[src/rtl/head_result_sequencer.sv]
// Sequencing front end for the head-pruning mean/threshold unit: loads two 4x4 result
// matrices, runs the enable/compare protocol, reports the prune decision. Optional PRUNE_STATS_EN.
module head_result_sequencer #(
  parameter int unsigned WIDTH        = 8,
  parameter int unsigned HOLD_CYCLES  = 2,
  parameter int unsigned SAMPLE_DELAY = 1
) (
  input  logic                  clk,
  input  logic                  _reset,
  input  logic                  row_valid,
  output logic                  row_ready,
  input  logic [8*WIDTH-1:0]    row_data,
  output logic [32*WIDTH-1:0]   m1_flat,
  output logic [32*WIDTH-1:0]   m2_flat,
  output logic                  mean_enable,
  output logic                  mean_compare,
  input  logic                  prune_head,
  output logic                  mean_clear,
  output logic                  decision_valid,
  output logic                  decision_prune,
  input  logic                  decision_ready,
`ifdef PRUNE_STATS_EN
  output logic [7:0]            head_cnt,
  output logic [7:0]            pruned_cnt,
`endif
  output logic                  busy
);

  localparam int unsigned ROW_W   = 8 * WIDTH;
  localparam int unsigned TMR_MAX = (HOLD_CYCLES > SAMPLE_DELAY) ? HOLD_CYCLES : SAMPLE_DELAY;
  localparam int unsigned TMR_W   = (TMR_MAX > 1) ? $clog2(TMR_MAX) : 1;
  localparam logic [TMR_W-1:0] HOLD_LAST = TMR_W'(HOLD_CYCLES - 1);
  localparam logic [TMR_W-1:0] WAIT_LAST = TMR_W'((SAMPLE_DELAY == 0) ? 0 : SAMPLE_DELAY - 1);

  typedef enum logic [2:0] {
    LOAD1  = 3'd0,
    LOAD2  = 3'd1,
    ISSUE  = 3'd2,
    WAIT   = 3'd3,
    REPORT = 3'd4
  } state_t;

  state_t           state, state_d;
  logic [1:0]       cnt, cnt_d;
  logic [TMR_W-1:0] tmr, tmr_d;
  logic             wr1, wr2, capture, handshake;
  logic             row_ready_d, issue_d, valid_d, busy_d, clear_d;

  // Next-state and next-output decode; registered outputs follow the next state.
  always_comb begin
    state_d   = state;
    cnt_d     = cnt;
    tmr_d     = tmr;
    wr1       = 1'b0;
    wr2       = 1'b0;
    capture   = 1'b0;
    handshake = 1'b0;
    clear_d   = 1'b0;

    case (state)
      LOAD1: begin
        if (row_valid) begin
          wr1   = 1'b1;
          cnt_d = cnt + 2'd1;
          if (cnt == 2'd3) state_d = LOAD2;
        end
      end
      LOAD2: begin
        if (row_valid) begin
          wr2   = 1'b1;
          cnt_d = cnt + 2'd1;
          if (cnt == 2'd3) begin
            state_d = ISSUE;
            tmr_d   = '0;
          end
        end
      end
      ISSUE: begin
        if (tmr == HOLD_LAST) begin
          tmr_d = '0;
          if (SAMPLE_DELAY == 0) begin
            capture = 1'b1;
            state_d = REPORT;
          end else begin
            state_d = WAIT;
          end
        end else begin
          tmr_d = tmr + TMR_W'(1);
        end
      end
      WAIT: begin
        if (tmr == WAIT_LAST) begin
          tmr_d   = '0;
          capture = 1'b1;
          state_d = REPORT;
        end else begin
          tmr_d = tmr + TMR_W'(1);
        end
      end
      REPORT: begin
        if (decision_ready) begin
          handshake = 1'b1;
          clear_d   = 1'b1;
          cnt_d     = 2'd0;
          state_d   = LOAD1;
        end
      end
      default: state_d = LOAD1;
    endcase

    row_ready_d = (state_d == LOAD1) || (state_d == LOAD2);
    issue_d     = (state_d == ISSUE);
    valid_d     = (state_d == REPORT);
    busy_d      = !row_ready_d;
  end

  always_ff @(posedge clk or negedge _reset) begin
    if (!_reset) begin
      state          <= LOAD1;
      cnt            <= '0;
      tmr            <= '0;
      row_ready      <= 1'b1;
      mean_enable    <= 1'b0;
      mean_compare   <= 1'b0;
      mean_clear     <= 1'b0;
      decision_valid <= 1'b0;
      decision_prune <= 1'b0;
      busy           <= 1'b0;
    end else begin
      state          <= state_d;
      cnt            <= cnt_d;
      tmr            <= tmr_d;
      row_ready      <= row_ready_d;
      mean_enable    <= issue_d;
      mean_compare   <= issue_d;
      mean_clear     <= clear_d;
      decision_valid <= valid_d;
      busy           <= busy_d;
      if (capture) decision_prune <= prune_head;
    end
  end

  // Matrix storage: rows land unmodified at row[cnt]; nothing else writes them.
  always_ff @(posedge clk or negedge _reset) begin
    if (!_reset) begin
      m1_flat <= '0;
      m2_flat <= '0;
    end else begin
      for (int r = 0; r < 4; r++) begin
        if (wr1 && (cnt == 2'(r))) m1_flat[r*ROW_W +: ROW_W] <= row_data;
        if (wr2 && (cnt == 2'(r))) m2_flat[r*ROW_W +: ROW_W] <= row_data;
      end
    end
  end

`ifdef PRUNE_STATS_EN
  // Saturating decision statistics, counted on the report handshake.
  always_ff @(posedge clk or negedge _reset) begin
    if (!_reset) begin
      head_cnt   <= '0;
      pruned_cnt <= '0;
    end else if (handshake) begin
      if (head_cnt != 8'hFF) head_cnt <= head_cnt + 8'd1;
      if (decision_prune && (pruned_cnt != 8'hFF)) pruned_cnt <= pruned_cnt + 8'd1;
    end
  end
`endif

endmodule

[config.mk]
export PLATFORM = sky130hd
export DESIGN_NAME = head_result_sequencer
export DESIGN_NICKNAME = d
export VERILOG_FILES = /design/src/rtl/head_result_sequencer.sv
export SDC_FILE = /design/constraint.sdc
export NUM_CORES = 1
export LEC_CHECK = 0
export ABC_AREA = 1
export CORE_MARGIN = 10
export CORE_UTILIZATION = 43
export CTS_CLUSTER_SIZE = 24
export DETAILED_ROUTE_END_ITERATION = 8
export GPL_ROUTABILITY_DRIVEN = 0
export HOLD_SLACK_MARGIN = 0.12
export PLACE_DENSITY = 0.76
export SLEW_MARGIN = 20
export SYNTH_ARGS = -nofsm -noshare
export SYNTH_HDL_FRONTEND = slang
export SYNTH_SLANG_ARGS = --single-unit
[constraint.sdc]
create_clock -name clk -period 1.6 [get_ports clk]
set_clock_uncertainty 0.1 [all_clocks]
set_input_delay 0.16 -clock clk [delete_from_list [all_inputs] [get_ports clk]]
set_output_delay 0.16 -clock clk [all_outputs]
set_load 0.03 [all_outputs]
==> impl_results.md <==
* Sequential area share after synthesis at 0.6463
* GR Util met1 at 0.3340
* Leak at 14.93 nW
* WL/cell at roughly 26 µm
* GR met3 Demand/Resource at 0.08927
* Min-delay src: row_data[0]
* Die area at 0.05628 mm²
* Layout area overhead at 53.67%
* Final WS setup at -0.07737 ns
* Layout cells sized above 1 at 0.3046
* Clock latency on the worst-skew pair at ~0.61 ns
* Initial antenna violation count at 3
* Register-to-register setup slack at -0.08 ns
* I/O Pins at about 590
* Final ANT Viol Nets at 0
* Initial cell density of the core at 0.4359
* Post-Place Cells at around 3.2k
* Clock sink count at around 520
* R2R Path Start: state[1]
* Crit path DAT at 2.10 ns
* Fin nets at approximately 2.8k
* Total global-route track usage at 0.2739
* Vias in the first global route at about 19k
* PwrDens at between 2000 and 2500 mW/mm²
* Worst Setup End Kind: register
* # DRC at 0
* Hold Path Cell Cnt at 3
* Post-route insts no fill at 3373
* Iteration count of the initial detailed-routing pass at 6
* Final Cycle Share at 1.048
* Fmax at 596.2 MHz
* Core Area at 0.04656 mm²
* Root buffer cell: clkbuf_16
* Final setup viols at 150
* Violated checks: negative setup slack
* Fin Setup TNS at -2.707 ns
* Vias at between 15k and 20k
* Hold_ws at approximately 0.17 ns
* Max-slew violations at 0
* Yosys reg bits at 524
* Synthesized area at between 0.02 and 0.025 mm²
* Worst Hold End: m2_flat[192]
* Fillers at between 3k and 4k
* Input/output buffers at just under 600
* Via density per instance at ~5.7
* Post-layout minimum cycle time at about 1.7 ns
* Startpoint types: register
* Fin. Hold Viols at 0
* Hold WC Path Type: input port to register
* Grt total ovfl at 0
* Syn Nets at around 2.2k
* Worst rel slew slack at 0.5775
* FP Rows at between 70 and 80
* Layout Utilization at 0.6698
* Status: complete, but fails checks
* Die height at ~240 µm
* RSZ-0062 raised after global routing: yes
* R2R depth at 8
* Largest net degree at the start of global routing at between 100 and 150
* WS Path Type: register to register
* GR Util met2 at 0.4444
* CTS max path bufs at 3
* Initial DRC count at 2285
* Register Area at about 0.013 mm²
* Count of cell types in the netlist at 23
* CTS clk-pin slew, worst paths at 0.06 ns
* Required time of the critical path at just over 2 ns
* Max Cap Viol at 0
* First-pass GRT wire length at around 120000 µm
* Worst slew pin tran at 0.6338 ns
* Synthesized area per cell at between 9 and 10 µm²
* Drt total wl at roughly 87000 µm
* Die W at ~240 µm
* Final HPWL DP at ~55000 µm
* Area of the multi-input gates at ~0.0063 mm²
* R2r endpoint: m2_flat[91]
* CTS tree: done
* Clock buffer count from CTS at between 50 and 60
* H-Tree Depth at 2
* CP max FO at 6
* Peak supply drop at about 1.6 mV
* Yosys synthesis warning count at 0
* GRT busiest layer: met2
* Mapped Cells at 2089
## worst max path at each step
stage                              end  cells after the start     start
final                      m2_flat[91]                      8  state[1]
after global routing       m2_flat[91]                      8  state[1]
after CTS                 m2_flat[209]                      8  state[1]
after detailed placement  m1_flat[221]                      5    cnt[0]
after global placement     m1_flat[87]                      6  state[0]
after floorplan           m2_flat[141]                      6    cnt[0]
## registers in the layout (all words and copies together), names as in the netlist
| register | cells |
|---|---|
| busy | 1 |
| cnt | 2 |
| decision_prune | 1 |
| decision_valid | 1 |
| m1_flat | 256 |
| m2_flat | 256 |
| mean_clear | 1 |
| mean_compare | 1 |
| row_ready | 1 |
| state | 3 |
| tmr | 1 |
## per-stage QoR
stage                     setup slack [ns]  instance area, µm²  total power (W)
after floorplan                   0.002239               20290          0.04304
after global placement            -0.05271               27290          0.06125
after detailed placement           -0.1580               27290          0.06215
after CTS                         -0.02445               30090          0.07418
after global routing               -0.1644               31180          0.08017
final                             -0.07737               31180          0.07682
## repair_timing
action	in CTS	in global routing
pin swaps	5	13
buffers inserted	13	5
hold endpoints to repair	649	0
cloned	6	33
gates resized for setup	1591	127
setup endpoints to repair	807	521
hold buffers	6	0
## synthesized netlist by cell type
cell	instances	area (µm²)
nand3_2	3	30.03
o21ai_1	136	680.7
dfrtp_1	523	13090
nand4_1	192	1201
nor2_2	2	12.51
buf_4	12	90.09
buf_2	68	340.3
o21ai_0	188	940.9
nor2_1	7	26.28
nand3_1	11	55.05
dfstp_2	1	26.28
nand4_4	2	42.54
inv_2	1	3.750
buf_1	7	26.28
inv_1	73	274.0
nor2_4	1	11.26
nand2_1	780	2928
nand3b_1	1	7.510
ha_1	4	50.05
nand2_2	1	6.260
nand4_2	1	12.51
buf_6	21	236.5
clkbuf_1	54	202.7
## power breakdown
| group | total [W] | internal (W) | switching, W |
|---|---|---|---|
| registers | 0.0232 | 0.0193 | 0.00391 |
| logic | 0.0411 | 0.0147 | 0.0264 |
| clock network | 0.0125 | 0.00725 | 0.00527 |
## critical path, cell delays in order (launching register included)
cell and delay, ns:
dfrtp_1 0.42, buf_6 0.15, inv_4 0.05, nand2_4 0.04
nor2_4 0.19, clkbuf_16 0.23, buf_8 0.12, nand4_1 0.13
nand2_1 0.16
## placed cells by master (no fill, tap or decap), types with 10 or more instances in the layout
cell / n
nand2_1: 730
dfrtp_1: 521
clkdlybuf4s15_2: 490
nand4_1: 192
o21ai_1: 182
o21ai_0: 124
clkbuf_16: 80
inv_1: 70
clkdlybuf4s50_1: 66
buf_4: 57
buf_12: 47
nand2_2: 43
buf_6: 20
o21ai_2: 18
clkbuf_1: 15
clkbuf_8: 13
buf_2: 13
buf_16: 11
nand3_1: 10
## routing by layer
layer | share of wire | vias up
met5 | 0.000081 | -
met3 | 0.12 | 228
met4 | 0.047 | 2
met1 | 0.36 | 9566
li1 | - | 8191
met2 | 0.47 | 1269
## final cells by class
cell class                      instances  area share
Tap cell                              607     0.02436
Timing Repair Buffer                  740      0.2860
Inverter                               74    0.008988
Clock inverter                         14    0.004534
Clock buffer                           83     0.05168
Sequential cell                       524      0.4206
Multi-Input combinational cell       1329      0.2036
Antenna cell                            2   0.0001605
## kinds of logic (layout without fill, tap and decap cells)
group / count (synthesis) / in the layout / synth area share
adders and majority gates: 4 / 4 / 0.002466
buffers and inverters: 236 / 911 / 0.05784
and+or+nand+nor: 1001 / 1001 / 0.2135
AOI/OAI and AO/OA: 324 / 324 / 0.07991
DFF: 524 / 524 / 0.6463
other: 0 / 2 / 0
Power figures use the tool's default switching activity.
